<file path="src/rtl/capture_ctrl_pkg.sv">
// Shared types and helpers for the scope capture sequencer (package scope_pkg).
package scope_pkg;

  localparam int SAMPLE_W = 8;

  typedef enum logic [2:0] {
    IDLE,
    ARM,
    WAIT_TRIG,
    POST,
    READY
  } cap_state_t;

  // Level crossing test; slope 0 = rising, 1 = falling.
  function automatic logic crossed(
    input logic [SAMPLE_W-1:0] prev,
    input logic [SAMPLE_W-1:0] cur,
    input logic [SAMPLE_W-1:0] lvl,
    input logic                falling
  );
    if (falling) return (prev > lvl) && (cur <= lvl);
    else         return (prev < lvl) && (cur >= lvl);
  endfunction

endpackage

</file>
<file path="src/rtl/capture_ctrl_if.sv">
// Control, sample stream, RAM write port and readout handshake of capture_ctrl.
interface capture_ctrl_if #(
  parameter int AW = 11
);
  import scope_pkg::*;

  logic                arm;
  logic                sample_valid;
  logic [SAMPLE_W-1:0] sample;
  logic [SAMPLE_W-1:0] trig_level;
  logic                trig_slope;
  logic [AW-1:0]       pre_count;
  logic                rd_done;
  logic                wr_en;
  logic [AW-1:0]       wr_addr;
  logic [SAMPLE_W-1:0] wr_data;
  logic [AW-1:0]       start_addr;
  logic                buf_ready;
  logic                busy;
  logic                forced;

  modport master (
    output arm, sample_valid, sample, trig_level, trig_slope, pre_count, rd_done,
    input  wr_en, wr_addr, wr_data, start_addr, buf_ready, busy, forced
  );

  modport slave (
    input  arm, sample_valid, sample, trig_level, trig_slope, pre_count, rd_done,
    output wr_en, wr_addr, wr_data, start_addr, buf_ready, busy, forced
  );

endinterface

</file>
<file path="src/rtl/capture_ctrl_trig_detect.sv">
// Previous-sample register and slope compare; hit is combinational on the current sample.
module trig_detect
  import scope_pkg::*;
(
  input  logic                clk,
  input  logic                rst_n,
  input  logic                clear,
  input  logic                sample_valid,
  input  logic [SAMPLE_W-1:0] sample,
  input  logic [SAMPLE_W-1:0] level,
  input  logic                slope,
  input  logic                eval,
  output logic                hit
);

  logic [SAMPLE_W-1:0] prev;
  logic                prev_vld;

  // prev_vld drops at arm so the first sample after arm never sees stale history.
  always_ff @(posedge clk or negedge rst_n) begin
    if (!rst_n) begin
      prev     <= '0;
      prev_vld <= 1'b0;
    end else if (clear) begin
      prev_vld <= 1'b0;
    end else if (sample_valid) begin
      prev     <= sample;
      prev_vld <= 1'b1;
    end
  end

  assign hit = eval && sample_valid && prev_vld && crossed(prev, sample, level, slope);

endmodule

</file>
<file path="src/rtl/capture_ctrl.sv">
// Trigger/capture sequencer for the scope sample ring buffer.
// Optional auto-trigger timeout is built in when CAPTURE_AUTO_TRIG_EN is defined.
module capture_ctrl
  import scope_pkg::*;
#(
  parameter int DEPTH   = 2048,
  parameter int AW      = 11,
  parameter int TIMEOUT = 65535
) (
  input logic           osc_clk,
  input logic           reset,
  capture_ctrl_if.slave bus
);

  cap_state_t          state;
  logic                wr_en;
  logic [AW-1:0]       wr_addr;
  logic [SAMPLE_W-1:0] wr_data;
  logic [AW-1:0]       start_addr;
  logic                buf_ready;
  logic                busy;
  logic                forced;

  logic [AW-1:0]       pre_lat;
  logic [AW-1:0]       cnt;
  logic [AW-1:0]       rem;
  logic [AW-1:0]       trig_addr;
  logic [SAMPLE_W-1:0] lvl;
  logic                slope;

  logic                write;
  logic                hit;
  logic                fire;
  logic                forced_fire;
  logic [AW-1:0]       cur_addr;
  logic [AW-1:0]       post_len;

  function automatic logic [AW-1:0] clamp_pre(input logic [AW-1:0] p);
    if (32'(p) > 32'(DEPTH - 1)) return AW'(DEPTH - 1);
    else                         return p;
  endfunction

  assign write    = bus.sample_valid && (state == ARM || state == WAIT_TRIG || state == POST);
  // Address the current sample will land on, accounting for a write still in flight.
  assign cur_addr = wr_addr + AW'(wr_en);
  assign post_len = AW'(DEPTH - 1) - pre_lat;

  trig_detect u_trig (
    .clk          (osc_clk),
    .rst_n        (reset),
    .clear        (state == IDLE && bus.arm),
    .sample_valid (bus.sample_valid),
    .sample       (bus.sample),
    .level        (lvl),
    .slope        (slope),
    .eval         (state == WAIT_TRIG),
    .hit          (hit)
  );

`ifdef CAPTURE_AUTO_TRIG_EN
  localparam int TW = $clog2(TIMEOUT + 1);

  logic [TW-1:0] tmo_cnt;
  logic          tmo;

  assign tmo = (tmo_cnt == TW'(TIMEOUT));

  // Counts only while waiting for a trigger and saturates at the timeout.
  always_ff @(posedge osc_clk or negedge reset) begin
    if (!reset) begin
      tmo_cnt <= '0;
    end else if (state != WAIT_TRIG) begin
      tmo_cnt <= '0;
    end else if (!tmo) begin
      tmo_cnt <= tmo_cnt + 1'b1;
    end
  end

  assign fire        = hit || (tmo && bus.sample_valid);
  assign forced_fire = !hit;
`else
  assign fire        = hit;
  assign forced_fire = 1'b0;
`endif

  always_ff @(posedge osc_clk or negedge reset) begin
    if (!reset) begin
      state      <= IDLE;
      wr_en      <= 1'b0;
      wr_addr    <= '0;
      wr_data    <= '0;
      start_addr <= '0;
      buf_ready  <= 1'b0;
      busy       <= 1'b0;
      forced     <= 1'b0;
      pre_lat    <= '0;
      cnt        <= '0;
      rem        <= '0;
      trig_addr  <= '0;
      lvl        <= '0;
      slope      <= 1'b0;
    end else begin
      // Write port: address post-increments after each strobe.
      wr_en <= write;
      if (wr_en) wr_addr <= wr_addr + 1'b1;
      if (write) wr_data <= bus.sample;

      case (state)
        IDLE: begin
          if (bus.arm) begin
            state   <= ARM;
            busy    <= 1'b1;
            forced  <= 1'b0;
            cnt     <= '0;
            pre_lat <= clamp_pre(bus.pre_count);
            lvl     <= bus.trig_level;
            slope   <= bus.trig_slope;
          end
        end

        ARM: begin
          if (cnt == pre_lat) begin
            state <= WAIT_TRIG;
          end else if (bus.sample_valid) begin
            cnt <= cnt + 1'b1;
          end
        end

        WAIT_TRIG: begin
          if (fire) begin
            trig_addr <= cur_addr;
            forced    <= forced_fire;
            // With a full pre-trigger history the trigger sample closes the frame.
            if (post_len == '0) begin
              state      <= READY;
              buf_ready  <= 1'b1;
              start_addr <= cur_addr - pre_lat;
            end else begin
              state <= POST;
              rem   <= post_len;
            end
          end
        end

        POST: begin
          if (bus.sample_valid) begin
            rem <= rem - 1'b1;
            if (rem == AW'(1)) begin
              state      <= READY;
              buf_ready  <= 1'b1;
              start_addr <= trig_addr - pre_lat;
            end
          end
        end

        READY: begin
          if (bus.rd_done) begin
            state     <= IDLE;
            buf_ready <= 1'b0;
            busy      <= 1'b0;
          end
        end

        default: begin
          state     <= IDLE;
          buf_ready <= 1'b0;
          busy      <= 1'b0;
        end
      endcase
    end
  end

  assign bus.wr_en      = wr_en;
  assign bus.wr_addr    = wr_addr;
  assign bus.wr_data    = wr_data;
  assign bus.start_addr = start_addr;
  assign bus.buf_ready  = buf_ready;
  assign bus.busy       = busy;
  assign bus.forced     = forced;

endmodule
</file>
<file path="src/flat_wrapper.sv">
// flat-port wrapper written by rule: the top's interface ports become plain ports
module capture_ctrl_flat import scope_pkg::*;
#(
  parameter int DEPTH   = 2048,
  parameter int AW      = 11,
  parameter int TIMEOUT = 65535
)
  (osc_clk, reset, bus_arm, bus_sample_valid, bus_sample, bus_trig_level, bus_trig_slope, bus_pre_count, bus_rd_done, bus_wr_en, bus_wr_addr, bus_wr_data, bus_start_addr, bus_buf_ready, bus_busy, bus_forced);
  capture_ctrl_if #(.AW(AW)) bus_i ();
  input logic osc_clk;
  input logic reset;
  input wire logic [$bits(bus_i.arm)-1:0] bus_arm;
  input wire logic [$bits(bus_i.sample_valid)-1:0] bus_sample_valid;
  input wire logic [$bits(bus_i.sample)-1:0] bus_sample;
  input wire logic [$bits(bus_i.trig_level)-1:0] bus_trig_level;
  input wire logic [$bits(bus_i.trig_slope)-1:0] bus_trig_slope;
  input wire logic [$bits(bus_i.pre_count)-1:0] bus_pre_count;
  input wire logic [$bits(bus_i.rd_done)-1:0] bus_rd_done;
  output wire logic [$bits(bus_i.wr_en)-1:0] bus_wr_en;
  output wire logic [$bits(bus_i.wr_addr)-1:0] bus_wr_addr;
  output wire logic [$bits(bus_i.wr_data)-1:0] bus_wr_data;
  output wire logic [$bits(bus_i.start_addr)-1:0] bus_start_addr;
  output wire logic [$bits(bus_i.buf_ready)-1:0] bus_buf_ready;
  output wire logic [$bits(bus_i.busy)-1:0] bus_busy;
  output wire logic [$bits(bus_i.forced)-1:0] bus_forced;
  assign bus_i.arm = bus_arm;
  assign bus_i.sample_valid = bus_sample_valid;
  assign bus_i.sample = bus_sample;
  assign bus_i.trig_level = bus_trig_level;
  assign bus_i.trig_slope = bus_trig_slope;
  assign bus_i.pre_count = bus_pre_count;
  assign bus_i.rd_done = bus_rd_done;
  assign bus_wr_en = bus_i.wr_en;
  assign bus_wr_addr = bus_i.wr_addr;
  assign bus_wr_data = bus_i.wr_data;
  assign bus_start_addr = bus_i.start_addr;
  assign bus_buf_ready = bus_i.buf_ready;
  assign bus_busy = bus_i.busy;
  assign bus_forced = bus_i.forced;
  capture_ctrl #(.DEPTH(DEPTH), .AW(AW), .TIMEOUT(TIMEOUT)) u_core (.osc_clk(osc_clk), .reset(reset), .bus(bus_i));
endmodule
</file>
<file path="config.mk">
export PLATFORM = sky130hd
export DESIGN_NAME = capture_ctrl_flat
export DESIGN_NICKNAME = d
export VERILOG_FILES = /design/src/rtl/capture_ctrl_pkg.sv /design/src/rtl/capture_ctrl_if.sv /design/src/rtl/capture_ctrl_trig_detect.sv /design/src/rtl/capture_ctrl.sv /design/src/flat_wrapper.sv
export SDC_FILE = /design/constraint.sdc
export NUM_CORES = 1
export LEC_CHECK = 0
export ABC_AREA = 0
export CORE_UTILIZATION = 60
export CTS_CLUSTER_SIZE = 12
export DETAILED_ROUTE_END_ITERATION = 7
export PLACE_DENSITY = 0.85
export SLEW_MARGIN = 10
export SYNTH_ARGS = -nofsm -noshare
export SYNTH_HDL_FRONTEND = slang
export SYNTH_SLANG_ARGS = --single-unit
</file>
<file path="constraint.sdc">
create_clock -name osc_clk -period 5.8 [get_ports osc_clk]
set_input_delay 1.16 -clock osc_clk [delete_from_list [all_inputs] [get_ports osc_clk]]
set_output_delay 1.16 -clock osc_clk [all_outputs]
set_load 0.02 [all_outputs]
</file>
======== Word level (Yosys, flattened, before mapping) ========
Cells that the tools add are included.
Widths: inputs -> output; s select.
storage, ports and cells
  register bits ........................... 99
  input port bits ......................... 33
  output and inout port bits .............. 34
  word-level logic and storage cells ...... 108
cells by class
  $add $sub $neg .......................... 7
  order comparisons ....................... 4
  equality and inequality tests ........... 16
  muxes and demuxes ....................... 35
  bitwise operators ....................... 3
  reduce and logical (&&, ||, !) cells .... 27
operators with widths
  operator                number
  $mux 11                 10
  $pmux 11 s2             3
  $add 11x1->11 const B   2
  $sub 11x11->11          2
  $mux 3                  7
  $ne 2x2->1 const B      8
  $pmux 3 s5              1
  $reduce_and 6->1        2
  $add 11x1->11           1
  $eq 11x1->1 const B     1
  $eq 11x11->1            1
  $logic_not 11->1        1
  $mux 1                  11
  $sub 11x1->11 const B   1
  $sub 11x11->11 const A  1
  $ge 8x8->1              1
  $gt 8x8->1              1
  $le 8x8->1              1
  $lt 8x8->1              1
  $reduce_and 4->1        2
  $reduce_bool 2->1       4
  $logic_and 1x1->1       7
  $eq 3x2->1 const B      2
  $reduce_and 2->1        3
  other kinds (13)        18

======== Logic depth before layout (Yosys ltp) ========
Gate-level depths: netlist (run 1).
  word-level depth ........................ 6
  gate-level depth with buffers ........... 14
  depth with buffers taken out ............ 14

======== Hierarchy ========
A second synthesis (run 1) with hierarchy kept.
unflattened totals
  cell total of the unflattened synthesis .. 552
  area, all modules ....................... 5565.3 um^2
by module, submodules not included
  module        times used  cells each  area an instance (um^2)  sequential area each (um^2)
  capture_ctrl  1           479         4795.8                   2227.1
  trig_detect   1           73          769.5                    225.2

======== Worst setup path after synthesis (run 1) ========
OpenSTA, ideal clock, no wires.
  kind .................................... input port to flip-flop
  start ................................... input port bus_sample[2]
  end ..................................... register u_core.start_addr[1], in the netlist u_core.bus.start_addr[1]
  setup time .............................. 0.125 ns
  arrival ................................. 2.874 ns
  required time ........................... 5.675 ns
  setup slack ............................. 2.801 ns
  stages .................................. 8
  buffers on the path ..................... 1
  cells stage by stage .................... ha_1 > o21ai_0 > a21oi_1 > o21a_1 > o211a_1 > a221oi_2 > buf_2 > mux2_2
on the way
  word-level cells in the longest chain between the ends .. 6
  elaborated cells on any way between the ends .. 8
  classes of those cells .................. order compare: 2; eq/ne: 1; mux: 1; reduce/logical: 4
RTL lines
  item                                      line                                            source
  start: declaration                        flat_wrapper.sv:14                              input wire logic [$bits(bus_i.sample)-1:0] bus_sample;
  $ge 8x8->1 or $le 8x8->1 (tied branches)  capture_ctrl_pkg.sv:22, capture_ctrl_pkg.sv:21
  $logic_and 1x1->1 (on tied branches)      capture_ctrl_pkg.sv:22, capture_ctrl_pkg.sv:21
  $mux 1 (*)                                capture_ctrl_pkg.sv:21                          if (falling) return (prev > lvl) && (cur <= lvl);
  $logic_and 1x1->1 (*)                     capture_ctrl_trig_detect.sv:32                  assign hit = eval && sample_valid && prev_vld && crossed(prev, sample, level, slope);
  $ne 2x1->1 (no source line) (*)           n/a
  $reduce_and 5->1 (no source line) (*)     n/a
  end signal: assignment                    capture_ctrl.sv:137                             start_addr <= cur_addr - pre_lat;
  end signal: assignment                    capture_ctrl.sv:151                             start_addr <= trig_addr - pre_lat;
  end: declaration                          capture_ctrl.sv:19                              logic [AW-1:0] start_addr;
Every way passes the cells marked *; elsewhere a longest branch is shown, timed or not.
A chain may end at the register's enable or synchronous reset.

======== Final worst setup path (run 1) ========
  start ................................... register u_core.state[0]
  end ..................................... register u_core.start_addr[9], in the netlist u_core.bus.start_addr[9]
on the way
  word-level cells in the longest chain between the ends .. 6
  elaborated cells on any way between the ends .. 12
  classes of those cells .................. eq/ne: 6; mux: 1; reduce/logical: 5
RTL lines
  item                               line                                     source
  start: declaration                 capture_ctrl.sv:15                       cap_state_t state;
  start signal: assignment           capture_ctrl.sv:88                       state <= IDLE;
  start signal: assignment           capture_ctrl.sv:111                      state <= ARM;
  start signal: assignment           capture_ctrl.sv:123                      state <= WAIT_TRIG;
  $eq 3x2->1                         capture_ctrl.sv:56, capture_ctrl.sv:108
  $logic_and 1x1->1 (3 in series)    capture_ctrl_trig_detect.sv:32
  $ne 2x1->1 (no source line)        n/a
  $reduce_and 5->1 (no source line)  n/a
Several ways; a longest one is shown, not always the timed one.

==> results.json, run 1 <==
{
  "num-nets-final": 689,
  "max_cap_violations": 0,
  "synth_area_leader_cell": "dfrtp_1",
  "avgSynthCellArea_um2": 9.89,
  "detailedRoute.firstPassIterationCount": 8,
  "relSlewSlack_pct": 41.4,
  "worstReg2RegStart": "u_core.state[0]",
  "ir_drop_v": 0.000269,
  "post-synth-top-area-fraction_pct": 43.9,
  "effective_utilization_at_floorplan_pct": 63.1,
  "place.gp.congestion": 0.868,
  "placement_rows": 34,
  "place_area_um2": 6300,
  "whs_path_depth": 2,
  "total_net_switching_power_w": 0.00122,
  "final.period_utilization_pct": 67.0,
  "yosys.cell_types.count": 55,
  "fin_setup_tns_ns": 0,
  "floorplan.core_area_um2": 8850,
  "postRouteWirelength_mm": 12.8,
  "synth_async_sr_flop_share_pct": 100,
  "most_common_cell_after_layout_fill_and_taps_aside": "dfrtp_1",
  "r2r_end": "u_core.bus.start_addr[9]",
  "endpoint_kind_of_the_worst_setup_timing_path": "flip-flop",
  "sw_frac_of_total_pct": 41.4,
  "cts_root_buf": "clkbuf_8",
  "drive_gt1_share_pct": 11.3,
  "yosys_warnings": 0,
  "power.share.clock_pct": 15.5,
  "synth_flop_type": "dfrtp_1",
  "cellInternalPower_w": 0.00173,
  "result_of_the_run": "finished, final reports clean",
  "combPwrFrac_pct": 47.1,
  "route.detailed.wl_per_inst_um": 17.4,
  "detailed_place_hpwl_mm": 9.47,
  "die_h_um": 98.5,
  "clk_latency_ns": 0.36,
  "power_frac_seq_pct": 37.5,
  "timing.hold.worst_endpoint": "u_core.bus.start_addr[5]",
  "viasPerCell": 6.05,
  "first_pass_grt_wire_length_mm": 21.4,
  "post-route-cell-area_um2": 6500,
  "io_pins": 67,
  "dp.cells": 720,
  "crit_family": "compound AO/OA/AOI/OAI gates",
  "ant_nets": 0,
  "worstHoldPathType": "reg2reg",
  "syn2layout_area_growth_pct": 16.4,
  "post_cts_hold_buffer_count": 0,
  "syn_nets": 631,
  "cp_max_fo": 26,
  "insertedDiodeCount": 0,
  "finalSetupViolations": 0,
  "filler_cell_count": 624,
  "num_vias": 4452,
  "min_tclk_post_route_ns": 3.89,
  "htree_num_levels": 3,
  "setup.reg_to_reg.worst_slack_ns": 1.91,
  "pin_count_of_the_biggest_net_entering_global_routing": 51,
  "clk_path_buf_depth": 2,
  "detail_route.drc_violations": 0,
  "post_cts_buffers": 0,
  "finClkSkew_ns": 0.0106,
  "max_slew.worst_pin.slew_ns": 0.874,
  "largest_incremental_delay_on_the_critical_path_ns": 0.87,
  "timing_hold_violations_final": 0,
  "cts_resized": 0,
  "finalWorstSetupSlack_ns": 1.91,
  "numPortBuffers": 65,
  "power_leakage_nw": 2.98,
  "final_core_util_pct": 73.5,
  "layout_common_cells": "dfrtp_1 (98), clkdlybuf4s50_1 (64), nand2_1 (57)",
  "worstPathRequired_ns": 6.06,
  "grt_remaining_overflow": 0,
  "design.die.area_um2": 9700,
  "floorplan.die.width_um": 98.5,
  "path_cells": "nand2_1 > mux2_2 > ha_1 > nor2b_1 > o21ai_0 > a21oi_1 > o41ai_1 > mux2i_1 > a31oi_1 > a21o_1",
  "grt_pass1_vias": 4476,
  "startpoint_type": "flip-flop",
  "netlist_area_um2": 5590,
  "grt_setup_unrepaired": "false",
  "first_iter_violations": 316,
  "cts_sinks": 98,
  "synth.top_cells.by_area": "dfrtp_1 (44%), ha_1 (7.2%), mux2_2 (6.7%), xor2_1 (5.2%), o21ai_0 (3.9%)",
  "timing_worst_setup_path_type": "reg2reg",
  "antenna_found_initial": 0,
  "tritoncts": "done",
  "grt_use_total_pct": 27.9,
  "worst_path_bufs_invs": 0,
  "number_of_flops_mapped_to_enable_cells_by_yosys": 0,
  "final_max_slew_viol_count": 0,
  "preCtsSetupSlack_ns": 2.01,
  "slowest_cp_cell": "dfrtp_1",
  "timing.critical_path.arrival_ns": 4.15,
  "ys_seq_elements": 98,
  "clk_transition_reported_paths_ns": 0.10,
  "seq_total_area_yosys_pct": 43.9,
  "max_freq_mhz": 257,
  "worstHoldStart": "u_core.bus.start_addr[5]",
  "power.density_cell_area_nw_per_um2": 454,
  "worst_r2r_path_depth": 10,
  "layoutNonFillerInstCount": 736,
  "cts_buffers": 9,
  "synthesis.instances": 565
}
## worst reg2reg max path: stages, from the launching register on
cell,delay [ns]
dfrtp_1,0.87
nand2_1,0.61
mux2_2,0.47
ha_1,0.27
nor2b_1,0.13
o21ai_0,0.22
a21oi_1,0.14
o41ai_1,0.57
mux2i_1,0.26
a31oi_1,0.09
a21o_1,0.15
## cell type report
| type | count | area [µm²] | share of cell area [%] |
|---|---|---|---|
| inverter | 33 | 124 | 1.90 |
| clock inverter | 4 | 50.0 | 0.770 |
| tap | 108 | 135 | 2.08 |
| multi-input combinational | 412 | 2910 | 44.7 |
| clock buffer | 12 | 155 | 2.39 |
| sequential | 98 | 2450 | 37.7 |
| timing repair buffer | 69 | 678 | 10.4 |
## metal layers
layer | vias to the layer above | global-route usage [%] | routed length [µm]
met5 | - | 0 | 0
met4 | 0 | 10.2 | 237
met1 | 2211 | 36.7 | 5700
li1 | 2087 | - | -
met3 | 22 | 3.40 | 547
met2 | 132 | 47.9 | 6350
## synth_stat cells (all sizes together) (7+ instances only)
| master | n |
|---|---|
| nand2 | 57 |
| a21oi | 27 |
| nand4 | 15 |
| xnor2 | 13 |
| nor3 | 12 |
| buf | 8 |
| mux2i | 7 |
| nand3 | 18 |
| inv | 33 |
| mux2 | 33 |
| xor2 | 33 |
| clkbuf | 14 |
| ha | 32 |
| dfrtp | 98 |
| o21ai | 44 |
| nor2 | 42 |
| a221oi | 9 |
## cell families after synthesis
kind of cell	share of synthesized area (%)
and+or+nand+nor	15.9
other	0.0671
AOI/OAI and AO/OA	13.4
buffers and inverters	4.08
DFF	43.9
adders and majority gates	7.53
muxes	7.91
xor gates and xnor gates	7.21
## per-stage QoR
step                hold WS [ns]  total power (W)
floorplan                  0.450          0.00202
global placement           0.466          0.00241
detailed placement         0.470          0.00248
CTS                        0.491          0.00296
global route               0.512          0.00315
finish                     0.490          0.00295
## how the worst max path moves through the flow
stage	startpoint	endpoint	cells after the start
CTS	u_core.state[0]	u_core.bus.start_addr[9]	10
global placement	bus_sample[7]	u_core.rem[1]	9
finish	u_core.state[0]	u_core.bus.start_addr[9]	10
detailed placement	u_core.state[0]	u_core.bus.start_addr[9]	10
global route	u_core.state[0]	u_core.bus.start_addr[9]	10
floorplan	bus_sample[2]	u_core.bus.start_addr[1]	8
## sequential cells by signal (all words and copies together), names as in the netlist
register / flops
u_core.bus.wr_en: 1
u_core.u_trig.prev: 8
u_core.bus.wr_addr: 11
u_core.cnt: 11
u_core.slope: 1
u_core.lvl: 8
u_core.rem: 11
u_core.u_trig.prev_vld: 1
u_core.state: 3
u_core.pre_lat: 11
u_core.bus.wr_data: 8
u_core.trig_addr: 11
u_core.bus.busy: 1
u_core.bus.buf_ready: 1
u_core.bus.start_addr: 11
## power groups by stage
stage | registers [W] | clock network [W] | logic (W)
after floorplan | 0.00110 | 0 | 0.000914
after global placement | 0.00110 | 0 | 0.00131
after detailed placement | 0.00111 | 0 | 0.00137
after CTS | 0.00110 | 0.000465 | 0.00139
after global routing | 0.00113 | 0.000491 | 0.00153
final | 0.00111 | 0.000457 | 0.00139
Note: power is estimated with default switching activity, not from simulation.
==> run 2: changes to the inputs <==
Settings changed: CORE_UTILIZATION 60 to 56, PLACE_DENSITY 0.85 to 0.8.
Clock period 5.8 ns to 4 ns, I/O delays scaled along.
==> results.json, run 2 (synthesized netlist as in run 1, its figures left out) <==
{
  "grt_setup_unrepaired": "false",
  "numPortBuffers": 65,
  "filler_cell_count": 792,
  "path_cells": "ha_1 > ha_1 > mux2_2 > ha_1 > nor2b_1 > o21ai_0 > a21oi_1 > o41ai_1 > mux2i_1 > a31oi_1 > a21o_1",
  "final_core_util_pct": 67.1,
  "power.density_cell_area_nw_per_um2": 645,
  "worstHoldPathType": "in2async",
  "num-nets-final": 692,
  "slowest_cp_cell": "o41ai_1",
  "post_cts_hold_buffer_count": 0,
  "largest_incremental_delay_on_the_critical_path_ns": 0.51,
  "grt_pass1_vias": 4292,
  "cts_root_buf": "clkbuf_8",
  "clk_latency_ns": 0.37,
  "max_cap_violations": 0,
  "cts_sinks": 98,
  "placement_rows": 36,
  "worst_r2r_path_depth": 11,
  "timing_worst_setup_path_type": "reg2reg",
  "grt_remaining_overflow": 0,
  "final.period_utilization_pct": 80.0,
  "finalWorstSetupSlack_ns": 0.801,
  "tritoncts": "done",
  "clk_path_buf_depth": 2,
  "min_tclk_post_route_ns": 3.20,
  "final_max_slew_viol_count": 0,
  "ant_nets": 0,
  "route.detailed.wl_per_inst_um": 16.6,
  "finalSetupViolations": 0,
  "detailed_place_hpwl_mm": 9.55,
  "ir_drop_v": 0.000473,
  "fin_setup_tns_ns": 0,
  "cts_buffers": 9,
  "cts_resized": 0,
  "worstPathRequired_ns": 4.27,
  "effective_utilization_at_floorplan_pct": 57.4,
  "cp_max_fo": 9,
  "floorplan.core_area_um2": 9730,
  "io_pins": 67,
  "htree_num_levels": 3,
  "floorplan.die.width_um": 102,
  "most_common_cell_after_layout_fill_and_taps_aside": "dfrtp_1",
  "layout_common_cells": "dfrtp_1 (98), clkdlybuf4s50_1 (64), nand2_1 (57)",
  "insertedDiodeCount": 0,
  "clk_transition_reported_paths_ns": 0.09,
  "finClkSkew_ns": 0.00763,
  "grt_use_total_pct": 26.7,
  "first_pass_grt_wire_length_mm": 21.3,
  "detailedRoute.firstPassIterationCount": 4,
  "timing_hold_violations_final": 0,
  "design.die.area_um2": 10400,
  "antenna_found_initial": 0,
  "endpoint_kind_of_the_worst_setup_timing_path": "flip-flop",
  "timing.critical_path.arrival_ns": 3.47,
  "viasPerCell": 5.67,
  "num_vias": 4328,
  "first_iter_violations": 219,
  "result_of_the_run": "finished, final reports clean",
  "worst_path_bufs_invs": 0,
  "postRouteWirelength_mm": 12.7,
  "crit_family": "compound AO/OA/AOI/OAI gates",
  "die_h_um": 102,
  "max_slew.worst_pin.slew_ns": 0.872,
  "post_cts_buffers": 0,
  "relSlewSlack_pct": 41.5,
  "max_freq_mhz": 313,
  "power_leakage_nw": 2.98,
  "startpoint_type": "flip-flop",
  "syn2layout_area_growth_pct": 16.8,
  "place.gp.congestion": 0.874,
  "detail_route.drc_violations": 0,
  "preCtsSetupSlack_ns": 0.615,
  "drive_gt1_share_pct": 11.4,
  "cp.depth": 11,
  "critical_path_s_most_frequent_cell": "ha_1",
  "pin_count_of_the_biggest_net_entering_global_routing": 35
}
==> run 2: report_power, final <==
| group | switching (W) | internal, W | total (W) | leakage [nW] |
|---|---|---|---|---|
| Combinational | 0.00111 | 0.000926 | 0.00204 | 1.64 |
| Clock | 0.000345 | 0.000257 | 0.000602 | 0.0855 |
| Sequential | 0.000307 | 0.00127 | 0.00157 | 1.25 |
==> run 2: worst paths after layout <==
check	slack [ns]	endpoint	start
setup / recovery	0.80	u_core.bus.start_addr[9]	u_core.bus.wr_en
hold / removal	0.36	u_core.lvl[5]	reset
setup reg to reg	0.80	u_core.bus.start_addr[9]	u_core.bus.wr_en
hold reg to reg	0.49	u_core.bus.start_addr[8]	u_core.bus.start_addr[8]
max in group asynchronous	2.85	u_core.bus.start_addr[9]	reset
min in group osc_clk	0.49	u_core.bus.start_addr[8]	u_core.bus.start_addr[8]
==> run 2: metrics by stage <==
| step | total power, W | std cells | hold slack (ns) | instance area (µm²) |
|---|---|---|---|---|
| 2_1_floorplan | 0.00292 | 565 | 0.450 | 5590 |
| 3_3_place_gp | 0.00352 | 748 | 0.465 | 6350 |
| 3_5_place_dp | 0.00360 | 748 | 0.470 | 6350 |
| 4_1_cts | 0.00421 | 763 | 0.364 | 6520 |
| 5_1_grt | 0.00451 | 763 | 0.405 | 6520 |
| 6_report | 0.00421 | 763 | 0.356 | 6520 |
==> run 2: layout make-up <==
class / count / area [µm²] / area share [%]
Multi-Input combinational cell: 412 / 2910 / 44.6
Inverter: 33 / 124 / 1.90
Sequential cell: 98 / 2450 / 37.6
Timing Repair Buffer: 72 / 701 / 10.7
Tap cell: 133 / 166 / 2.55
Clock inverter: 2 / 12.5 / 0.192
Clock buffer: 13 / 159 / 2.44
==> run 2: routing by layer <==
layer | GRT usage [%] | wire length [µm] | up-vias
li1 | - | - | 2100
met1 | 37.0 | 5850 | 2114
met2 | 42.5 | 6100 | 97
met3 | 4.58 | 501 | 17
met4 | 9.89 | 235 | 0
met5 | 0 | 0 | -
==> run 2: worst reg2reg max path, delay by kind of cell (launching register included) <==
family	cells	cell delay [ns]
AOI/OAI and AO/OA	5	1.11
muxes	2	0.54
adders and majority gates	3	0.83
DFF	1	0.49
and+or+nand+nor	1	0.13
==> run 3: changes to the inputs <==
Clock period 4 ns to 3.15 ns, I/O delays scaled along.
==> results.json, run 3 (synthesized netlist as in run 1, its figures left out) <==
{
  "design.die.area_um2": 10400,
  "endpoint_kind_of_the_worst_setup_timing_path": "flip-flop",
  "insertedDiodeCount": 0,
  "r2r_end": "u_core.bus.start_addr[9]",
  "final.period_utilization_pct": 94.6,
  "combPwrFrac_pct": 50.5,
  "timing.critical_path.arrival_ns": 3.24,
  "preCtsSetupSlack_ns": -0.00957,
  "p_total_w": 0.00543,
  "placement_rows": 36,
  "detailed_place_hpwl_mm": 9.73,
  "fin_worst_hold_slack_ns": 0.331,
  "final_max_slew_viol_count": 0,
  "clk_path_buf_depth": 2,
  "max_slew.worst_pin.slew_ns": 0.793,
  "first_pass_grt_wire_length_mm": 21.6,
  "sw_frac_of_total_pct": 41.8,
  "num_vias": 4457,
  "power_frac_seq_pct": 36.7,
  "cts_buffers": 9,
  "detail_route.drc_violations": 0,
  "relSlewSlack_pct": 47.1,
  "power_leakage_nw": 3.04,
  "largest_incremental_delay_on_the_critical_path_ns": 0.40,
  "timing_worst_setup_path_type": "reg2reg",
  "worst_r2r_path_depth": 12,
  "setup.reg_to_reg.worst_slack_ns": 0.17,
  "worstHoldPathType": "in2async",
  "worstPathRequired_ns": 3.41,
  "num-nets-final": 704,
  "drive_gt1_share_pct": 14.2,
  "cp_max_fo": 3,
  "route.detailed.wl_per_inst_um": 16.9,
  "cellInternalPower_w": 0.00316,
  "grt_remaining_overflow": 0,
  "final_core_util_pct": 68.4,
  "grt_pass1_vias": 4606,
  "finClkSkew_ns": 0.00627,
  "power.density_cell_area_nw_per_um2": 816,
  "floorplan.die.width_um": 102,
  "detailedRoute.firstPassIterationCount": 5,
  "first_iter_violations": 260,
  "timing_hold_violations_final": 0,
  "viasPerCell": 5.75,
  "effective_utilization_at_floorplan_pct": 57.4,
  "place.gp.congestion": 0.868,
  "max_cap_violations": 0,
  "htree_num_levels": 3,
  "finalWorstSetupSlack_ns": 0.170,
  "fin_setup_tns_ns": 0,
  "worstReg2RegStart": "u_core.bus.wr_addr[0]",
  "most_common_cell_after_layout_fill_and_taps_aside": "dfrtp_1",
  "filler_cell_count": 772,
  "numPortBuffers": 65,
  "min_tclk_post_route_ns": 2.98,
  "cts_root_buf": "clkbuf_8",
  "postRouteWirelength_mm": 13.1,
  "result_of_the_run": "finished, final reports clean",
  "total_net_switching_power_w": 0.00227,
  "antenna_found_initial": 0,
  "layout_common_cells": "dfrtp_1 (98), clkdlybuf4s50_1 (64), nand2_1 (57)",
  "syn2layout_area_growth_pct": 19.2,
  "clk_transition_reported_paths_ns": 0.09,
  "grt_use_total_pct": 27.1,
  "floorplan.core_area_um2": 9730,
  "cts_sinks": 98,
  "die_h_um": 102,
  "critical_path_s_most_frequent_cell": "ha_1",
  "clk_latency_ns": 0.36,
  "io_pins": 67,
  "max_freq_mhz": 336,
  "ant_nets": 0,
  "path_cells": "ha_2 > ha_1 > mux2_2 > ha_1 > nor2b_1 > o21ai_1 > a21oi_2 > o41ai_2 > buf_4 > mux2i_1 > a31oi_1 > a21o_1",
  "tritoncts": "done",
  "pin_count_of_the_biggest_net_entering_global_routing": 61,
  "slowest_cp_cell": "dfrtp_1",
  "startpoint_type": "flip-flop",
  "power.share.clock_pct": 12.8,
  "finalSetupViolations": 0,
  "ir_drop_v": 0.000492
}
[run 3: cell count changes in the layout (fill, tap and decap cells not counted), moves of 2 or more]
| cell | change |
|---|---|
| clkbuf_8 | -2 |
| buf_4 | +10 |
| ha_2 | +2 |
| ha_1 | -2 |
| buf_12 | +2 |
[run 3: area by class of cell]
class	count	area [µm²]	share of cell area, %
multi-input cells	412	2950	44.3
flip-flops and latches	98	2450	36.8
repair buffers	84	816	12.3
well taps	133	166	2.50
clock buffers	12	135	2.03
inverters	33	124	1.86
clock inverters	3	17.5	0.263
[run 3: power by group through the flow]
stage               Sequential (W)  Combinational, W  Clock, W
floorplan                  0.00203           0.00168         0
global placement           0.00198           0.00253         0
detailed placement         0.00201           0.00264         0
CTS                        0.00198           0.00266  0.000708
global route               0.00204           0.00303  0.000759
finish                     0.00199           0.00274  0.000697
[run 3: metal layers]
metal / vias up / part of all wire (%) / track usage, % / wire [µm]
li1: 2123 / - / - / -
met1: 2183 / 44 / 34.6 / 5750
met2: 124 / 49 / 45.6 / 6450
met3: 27 / 4.9 / 6.22 / 639
met4: 0 / 1.9 / 9.23 / 255
met5: - / 0 / 0 / 0
[run 3: how the worst max path moves through the flow]
stage,from,to,slack [ns],cells after the start
after floorplan,u_core.bus.wr_addr[0],u_core.bus.start_addr[9],0.17,11
final,u_core.bus.wr_addr[0],u_core.bus.start_addr[9],0.17,12
after CTS,u_core.bus.wr_addr[0],u_core.bus.start_addr[9],0.15,12
after global routing,u_core.state[1],u_core.bus.start_addr[10],-0.02,14
after global placement,bus_sample[0],u_core.trig_addr[5],0.08,8
after detailed placement,bus_sample[0],u_core.trig_addr[5],-0.01,8
[run 3: per-stage QoR]
stage / cell area (µm²) / instances
3_5_place_dp: 6460 / 759
6_report: 6660 / 775
4_1_cts: 6610 / 774
5_1_grt: 6660 / 775
2_1_floorplan: 5590 / 565
3_3_place_gp: 6460 / 759
[run 3: critical path, delay by kind of cell, from the launching register on]
| kind | cells | cell delay (ns) |
|---|---|---|
| AOI/OAI and AO/OA | 5 | 0.89 |
| adders and majority gates | 3 | 0.76 |
| muxes | 2 | 0.52 |
| DFF | 1 | 0.40 |
| buffers and inverters | 1 | 0.17 |
| and+or+nand+nor | 1 | 0.12 |
[run 3: repair_timing]
action	in CTS	in global routing
buffers inserted	0	1
gates resized for setup	0	9
hold buffers	0	0
setup endpoints to repair	0	2
